**config.mk**
```make
export PLATFORM = sky130hd
export DESIGN_NAME = pit_ctrl
export DESIGN_NICKNAME = d
export VERILOG_FILES = /design/src/rtl/pit_ctrl.sv
export SDC_FILE = /design/constraint.sdc
export NUM_CORES = 1
export LEC_CHECK = 0
export ABC_AREA = 1
export ABC_CLOCK_PERIOD_IN_PS = 1200
export BUFFER_PORTS_ARGS = -buffer_cell sky130_fd_sc_hd__buf_4
export CAP_MARGIN = 40
export CORE_ASPECT_RATIO = 1.2
export CORE_MARGIN = 2
export CORE_UTILIZATION = 50
export CTS_BUF_LIST = sky130_fd_sc_hd__clkbuf_8
export CTS_CLUSTER_SIZE = 28
export DETAILED_ROUTE_END_ITERATION = 16
export PLACE_DENSITY = 0.77
export SLEW_MARGIN = 20
export SYNTH_ARGS = -nofsm -noshare
export SYNTH_HDL_FRONTEND = slang
export SYNTH_SLANG_ARGS = --single-unit
```
**constraint.sdc**
```tcl
create_clock -name clk -period 1.2 [get_ports clk]
set_input_delay 0.12 -clock clk [delete_from_list [all_inputs] [get_ports clk]]
set_output_delay 0.12 -clock clk [all_outputs]
set_load 0.005 [all_outputs]
```
**src/rtl/pit_ctrl.sv**
```systemverilog
// pit_ctrl: byte-stream command controller for one programmable interval timer.
//   Decodes host command frames into timer configuration and latches timer
//   interrupts into a sticky pending flag with overrun count and status readback.
//   Ports:
//     clk, reset (async, active-high)
//     in_valid/in_byte/in_ready       command byte stream from the host
//     out_valid/out_byte/out_ready    status byte stream to the host
//     pit_write_enable                one-cycle load strobe to the timer
//     pit_counter_high/low            16-bit reload count
//     pit_repeating, pit_divider_on   timer mode bits
//     pit_interrupting                one-cycle interrupt pulse from the timer
//     irq_pending                     sticky interrupt level to the host
//   Optional: define PIT_CTRL_TIMEOUT_EN to abort partial frames after
//   TIMEOUT_CYCLES idle cycles (sets err).
module pit_ctrl #(
   parameter int TIMEOUT_CYCLES = 255
) (
   input  logic       clk,
   input  logic       reset,
   input  logic       in_valid,
   input  logic [7:0] in_byte,
   output logic       in_ready,
   output logic       out_valid,
   output logic [7:0] out_byte,
   input  logic       out_ready,
   output logic       pit_write_enable,
   output logic [7:0] pit_counter_high,
   output logic [7:0] pit_counter_low,
   output logic       pit_repeating,
   output logic       pit_divider_on,
   input  logic       pit_interrupting,
   output logic       irq_pending
);
   typedef enum logic [2:0] {IDLE, GET_HI, GET_LO, GET_MODE, SEND_STATUS} state_t;
   state_t r_state, w_next;
   logic [7:0] r_shadow_hi, r_cnt_hi, r_cnt_lo, r_out_byte;
   logic [3:0] r_ovr;
   logic r_we, r_rep, r_div, r_out_valid, r_irq, r_err;
   logic w_in_fire, w_out_fire, w_idle_fire, w_ack, w_bad_op, w_inc, w_timeout;
   logic [7:0] w_status;
   assign in_ready         = r_state != SEND_STATUS;
   assign out_valid        = r_out_valid;
   assign out_byte         = r_out_byte;
   assign pit_write_enable = r_we;
   assign pit_counter_high = r_cnt_hi;
   assign pit_counter_low  = r_cnt_lo;
   assign pit_repeating    = r_rep;
   assign pit_divider_on   = r_div;
   assign irq_pending      = r_irq;
   assign w_in_fire   = in_valid & in_ready;
   assign w_out_fire  = r_out_valid & out_ready;
   assign w_idle_fire = w_in_fire & (r_state == IDLE);
   assign w_ack       = w_idle_fire & (in_byte == 8'h03);
   assign w_bad_op    = w_idle_fire & ((in_byte == 8'h00) | (in_byte > 8'h04));
   // an ACK landing with a new pulse keeps the flag set without counting an overrun
   assign w_inc       = pit_interrupting & r_irq & ~w_ack;
   assign w_status    = {r_irq, r_err, r_div, r_rep, r_ovr};
`ifdef PIT_CTRL_TIMEOUT_EN
   localparam int TW = $clog2(TIMEOUT_CYCLES + 1);
   logic [TW-1:0] r_tmo;
   logic w_wait;
   assign w_wait    = (r_state == GET_HI) | (r_state == GET_LO) | (r_state == GET_MODE);
   assign w_timeout = w_wait & ~w_in_fire & (r_tmo == TW'(TIMEOUT_CYCLES - 1));
   always_ff @(posedge clk or posedge reset)
      if (reset) r_tmo <= '0;
      else       r_tmo <= (w_wait & ~w_in_fire & ~w_timeout) ? r_tmo + TW'(1) : '0;
`else
   // partial frames wait forever; the parameter only matters with the timeout built in
   assign w_timeout = 1'b0 & (TIMEOUT_CYCLES != 0);
`endif
   always_ff @(posedge clk or posedge reset)
      if (reset) r_state <= IDLE;
      else       r_state <= w_next;
   always_comb begin
      w_next = r_state;
      case (r_state)
         IDLE:             if (w_in_fire) w_next = (in_byte == 8'h01) ? GET_HI :
                                                   (in_byte == 8'h02) ? GET_MODE :
                                                   (in_byte == 8'h04) ? SEND_STATUS : IDLE;
         GET_HI:           if (w_in_fire) w_next = GET_LO;
         GET_LO, GET_MODE: if (w_in_fire) w_next = IDLE;
         SEND_STATUS:      if (w_out_fire) w_next = IDLE;
         default:          w_next = IDLE;
      endcase
      if (w_timeout) w_next = IDLE;
   end
   always_ff @(posedge clk or posedge reset)
      if (reset) begin
         r_shadow_hi <= 8'h00;
         r_cnt_hi    <= 8'h00;
         r_cnt_lo    <= 8'h0A;
         r_we        <= 1'b0;
         r_rep       <= 1'b0;
         r_div       <= 1'b0;
         r_out_valid <= 1'b0;
         r_out_byte  <= 8'h00;
         r_irq       <= 1'b0;
         r_err       <= 1'b0;
         r_ovr       <= 4'd0;
      end else begin
         r_we <= (r_state == GET_LO) & w_in_fire;
         if ((r_state == GET_HI) & w_in_fire) r_shadow_hi <= in_byte;
         // both count bytes change together so the timer never sees a half-loaded value
         if ((r_state == GET_LO) & w_in_fire) begin
            r_cnt_hi <= r_shadow_hi;
            r_cnt_lo <= in_byte;
         end
         if ((r_state == GET_MODE) & w_in_fire) begin
            r_rep <= in_byte[0];
            r_div <= in_byte[1];
         end
         if (w_idle_fire & (in_byte == 8'h04)) begin
            r_out_valid <= 1'b1;
            r_out_byte  <= w_status;
         end else if (w_out_fire) r_out_valid <= 1'b0;
         r_irq <= pit_interrupting | (r_irq & ~w_ack);
         r_err <= w_bad_op | w_timeout | (r_err & ~w_out_fire);
         r_ovr <= w_out_fire ? {3'b000, w_inc} : (w_inc & ~&r_ovr) ? r_ovr + 4'd1 : r_ovr;
      end
endmodule
```
# Word-level counts from Yosys, hierarchy flattened
# Index checks and enable logic that the tools add are counted.
dict set report word_totals {
  ff_bits 45
  inputBits 13
}
dict set report op_classes {
  n_bitwise 19
  n_addsub 1
  muxes 12
  n_reduce_logical 8
  n_lt_le_gt_ge 1
  n_eq_ne 13
}
# op count
set ops {}
lappend ops {{2-to-1 mux 3 bit} 7}
lappend ops {{equality test 8 x 2 -> 1 bit, second input constant} 2}
lappend ops {{bitwise AND 1 bit} 14}
lappend ops {{one-hot mux 3 bit (4 select lines)} 1}
lappend ops {{equality test 8 x 1 -> 1 bit, second input constant} 1}
lappend ops {{equality test 8 x 3 -> 1 bit, second input constant} 1}
lappend ops {{> comparator 8 x 3 -> 1 bit, second input constant} 1}
lappend ops {{logical NOT 8 bit} 1}
lappend ops {{2-to-1 mux 4 bit} 2}
lappend ops {{!= test 2 bit, second input constant} 4}
lappend ops {{AND reduction 4 bit} 2}
lappend ops {{equality test 3 x 2 -> 1 bit, second input constant} 2}
lappend ops {{adder 4 x 1 -> 4 bit, second input constant} 1}
lappend ops {{nonzero test 2 bit} 2}
lappend ops {{equality test 3 x 1 -> 1 bit, second input constant} 1}
lappend ops {{equality test 3 bit, second input constant} 1}
lappend ops {{logical NOT 3 bit} 1}
lappend ops {{!= test 3 bit, second input constant} 1}
lappend ops {{bitwise OR 1 bit} 3}
lappend ops {{2-to-1 mux 1 bit} 2}
lappend ops {{NOT 1 bit} 2}
lappend ops {{OR reduction 2 bit} 1}
lappend ops {{logical NOT 1 bit} 1}

# Logic depth before layout (Yosys ltp)
dict set report logic_depth {
  ltp_word 9
  depth_mapped 9
}

# Worst setup path before layout
# Ideal clock, no wire load.
dict set report synth_timing {
  kind {flip-flop to flip-flop}
  startpoint {register r_state[2]}
  endpoint {register r_out_byte[0] (netlist: out_byte[0])}
  path_stages_with_launch 7
  path_buffers 0
  setup_slack_ns 0.022
  arrival_ns 1.062
  setup_ns 0.116
  path_cell_list {dfrtp_1 > nor2_4 > nand3_2 > nor2_4 > inv_4 > nand2_1 > nand2_1}
}
dict set report synth_via {
  elab_chain_cells 4
  elab_cells_between_ends 5
}
# element line
set synth_rtl {}
lappend synth_rtl {{start: declaration} 35} ;# state_t r_state, w_next;
lappend synth_rtl {{start signal: assignment} 73} ;# else r_state <= w_next;
lappend synth_rtl {{!= test 3 bit} 41} ;# assign in_ready = r_state != SEND_STATUS;
lappend synth_rtl {{bitwise AND 1 bit} 50} ;# assign w_in_fire = in_valid & in_ready;
lappend synth_rtl {{bitwise AND 1 bit (*)} 52} ;# assign w_idle_fire = w_in_fire & (r_state == IDLE);
lappend synth_rtl {{bitwise AND 1 bit (*)} 112} ;# if (w_idle_fire & (in_byte == 8'h04)) begin
lappend synth_rtl {{end signal: assignment} 114} ;# r_out_byte <= w_status;
lappend synth_rtl {{end: declaration} 36} ;# logic [7:0] r_shadow_hi, r_cnt_hi, r_cnt_lo, r_out_byte;
# Every way passes the cells marked *; elsewhere a longest branch is shown, timed or not.
# A chain may end at the register's enable or synchronous reset.

# Worst setup path after layout
dict set report layout_timing {
  startpoint {register r_state[2]}
  endpoint {output in_ready}
}
dict set report layout_via {
  elab_chain_cells 1
}
# element line
set layout_rtl {}
lappend layout_rtl {{!= test 3 bit} 41}
lappend layout_rtl {{end: declaration} 22} ;# output logic in_ready,
# No other way between the ends.

==> results.json <==
{
  "nets": 302,
  "first_iter_violations": 60,
  "grt_overflow": 0,
  "final_common_cell": "nand2_1",
  "hold_path.class": "in -> reg",
  "p_leak_nw": 1.44,
  "use_met3": 0.0461,
  "wl_per_cell_um": 11.6,
  "cp_slowest_stage_delay_ns": 0.46,
  "vias": 1637,
  "grt_pass1_vias": 1509,
  "yosys.area.top_type": "dfrtp_1",
  "synthesis.nets": 233,
  "syn-instance-count": 219,
  "grt_pass1_wl_um": 6620,
  "relSlewSlack": 0.839,
  "clock-sinks": 45,
  "clock_latency_ns": 0.30,
  "synth.area.mux_share": 0,
  "synth_cell_type_count": 24,
  "synth_seq_area_share": 0.569,
  "period_share": 1.02,
  "synth_compound_area_frac": 0.0788,
  "synth_seq_cells": 45,
  "grt_max_degree": 46,
  "r2r_slack_ns": -0.02,
  "p_comb_frac": 0.215,
  "drc": 0,
  "cp-end-kind": "primary output",
  "crit_fanout": 5,
  "path_cells": "buf_4 > nand3_4 > buf_6",
  "peakVddDrop_mv": 0.943,
  "top_usage_layer": "met2",
  "clockBufferDepth": 2,
  "required_ns": 1.08,
  "clock_tree.htree_level_count": 2,
  "cts_buffers": 5,
  "core_region_area_um2": 3880,
  "synth_area_leaders": "dfrtp_1 54%, nand2_1 16%, o21ai_2 4.0%",
  "cp.arrival_ns": 1.11,
  "chipHeight_um": 73.0,
  "p_sw_w": 0.00105,
  "antenna_found_initial": 0,
  "hold_ws_ns": 0.0872,
  "synthSimpleGateAreaFrac": 0.276,
  "p_int_w": 0.00251,
  "initial_core_util": 0.512,
  "vias_per_cell": 4.77,
  "power_density_nw_per_um2": 1320,
  "cts-root-buf": "clkbuf_8",
  "violations": "negative setup slack",
  "grt_usage": 0.197,
  "ys_warn_count": 0,
  "utilization": 0.698,
  "finalHoldViolCount": 0,
  "worst-path-buf-inv": 2,
  "netlist_area_um2": 1980,
  "dieArea_um2": 4490,
  "clkTransAtPathRegs_ns": 0.09,
  "fmax_mhz": 816,
  "seqCellArea_um2": 1130,
  "worst_slew_pin_slew_ns": 0.242,
  "synthAdderAreaFrac": 0.00631,
  "synthXorXnorAreaFrac": 0.00883,
  "fin_skew_ns": 0.00380,
  "ant_nets": 0,
  "portBuffers": 42,
  "status": "finished with violations",
  "rows": 25,
  "fin_ws_ns": -0.0258,
  "hpwl_um": 2750,
  "rsz0062_at_grt": "true",
  "max_cap_violations": 0,
  "drv_slew": 0,
  "post_route_cells_drive_above_1_share": 0.370,
  "layout_common_cells": "87 x nand2_1, 55 x buf_4, 41 x dfrtp_1",
  "yosysTopAreaCellShare": 0.542,
  "synth_top_family_by_area": "simple AND/OR/NAND/NOR gates",
  "grt_use_met1": 0.267,
  "place_congestion": 0.800,
  "areaGrowthSynthToFinish_pct": 36.5,
  "cp_slowest_cell": "dfrtp_2",
  "n_antenna_cell": 0,
  "final_area_um2": 2710,
  "avgSynthCellArea_um2": 9.06,
  "multiInputGateArea_um2": 788,
  "final.fill_count": 335,
  "ios": 43,
  "setup_viol": 4,
  "start_kind": "flop",
  "postPlaceCellArea_um2": 2480,
  "grtUsageMet2": 0.298,
  "share_seq_of_total_power": 0.519,
  "drt_pass1_iterations": 4,
  "clkPwrFrac": 0.266,
  "wirelength_um": 3990,
  "crit_family": "flip-flops",
  "switching_share": 0.295,
  "cts_tree": "yes",
  "crit_type": "reg -> out",
  "die_x_um": 61.5,
  "layout_min_cycle_time_ns": 1.23
}
## metal layers
layer  routed length [um]  vias to the layer above
li1                     -                      826
met1                 1740                      766
met4                   68                        0
met2                 2020                       38
met5                    0                        -
met3                  158                        7
## what timing repair did
| item | CTS | global route |
|---|---|---|
| cloned | 0 | 1 |
| hold buffers | 3 | 0 |
| endpoints found under the hold margin | 45 | 0 |
| gates resized for setup | 5 | 16 |
| setup buffers | 2 | 1 |
| pin swaps | 1 | 3 |
| endpoints found under the setup margin | 26 | 33 |
## worst paths after layout
| path | to | cells past startpoint | startpoint |
|---|---|---|---|
| min in group asynchronous | out_valid$_DFFE_PP0P_ | 4 | reset |
| min reg2reg | out_byte[4]$_DFFE_PP0P_ | 2 | out_byte[4]$_DFFE_PP0P_ |
| min | pit_counter_low[7]$_DFFE_PP0P_ | 3 | in_byte[7] |
| max in group asynchronous | pit_counter_low[3]$_DFFE_PP1P_ | 4 | reset |
| max reg2reg | r_ovr[1]$_DFFE_PP0P_ | 8 | r_state[1]$_DFFE_PP0P_ |
| max | in_ready | 3 | r_state[2]$_DFFE_PP0P_ |
## worst reg2reg max path, cell delays in order, from the launching register on
cell	delay, ns
dfrtp_2	0.45
nor2_4	0.16
nand3_4	0.11
inv_4	0.08
nand2_4	0.06
nand3_4	0.10
nand2_4	0.06
nand2_1	0.06
nand2_1	0.05
## metrics by stage
stage | setup WS (ns) | setup TNS (ns) | cells | total power (W)
6_report | -0.0258 | -0.0637 | 343 | 0.00356
5_1_grt | -0.0802 | -1.43 | 343 | 0.00376
4_1_cts | -0.0335 | -0.352 | 341 | 0.00354
3_5_place_dp | -0.0375 | -0.105 | 328 | 0.00259
3_3_place_gp | 0.00712 | 0 | 328 | 0.00256
2_1_floorplan | 0.0216 | 0 | 219 | 0.00224
## synth_stat cells, drive strengths merged
library cell and n:
nand2 91, dfrtp 43, inv 22, o21ai 21, nor2 15, nand3 12
buf 3, nand4 3, dfstp 2, a21o 1, clkinv 1, ha 1
nor3 1, o2111ai 1, xnor2 1, xor2 1
## power by group through the flow
stage	clock network [W]	registers, W	logic, W
global placement	0	0.00186	0.000701
floorplan	0	0.00187	0.000369
finish	0.000949	0.00185	0.000765
detailed placement	0	0.00187	0.000720
CTS	0.000963	0.00184	0.000734
global route	0.00102	0.00188	0.000864
## logic make-up (layout without fill, tap and decap cells)
family / count (synthesis) / count (layout)
xor gates and xnor gates: 2 / 2
AOI/OAI and AO/OA: 23 / 23
and+or+nand+nor: 122 / 122
DFF: 45 / 45
buffers and inverters: 26 / 96
adders and majority gates: 1 / 1
## layout make-up
cell class / instances / share of cell area
flip-flops and latches: 45 / 0.418
repair buffers: 64 / 0.195
repair inverters: 1 / 0.00277
well taps: 54 / 0.0249
clock inverters: 3 / 0.00831
inverters: 23 / 0.0351
multi-input cells: 148 / 0.291
clock buffers: 5 / 0.0254
## registers in the layout, summed over array words and instances, names as in the netlist, 3 cells and up
signal / cells
pit_counter_low: 8
r_shadow_hi: 8
out_byte: 8
r_ovr: 4
pit_counter_high: 8
r_state: 3
No activity file was read; power rests on OpenSTA's default activity.
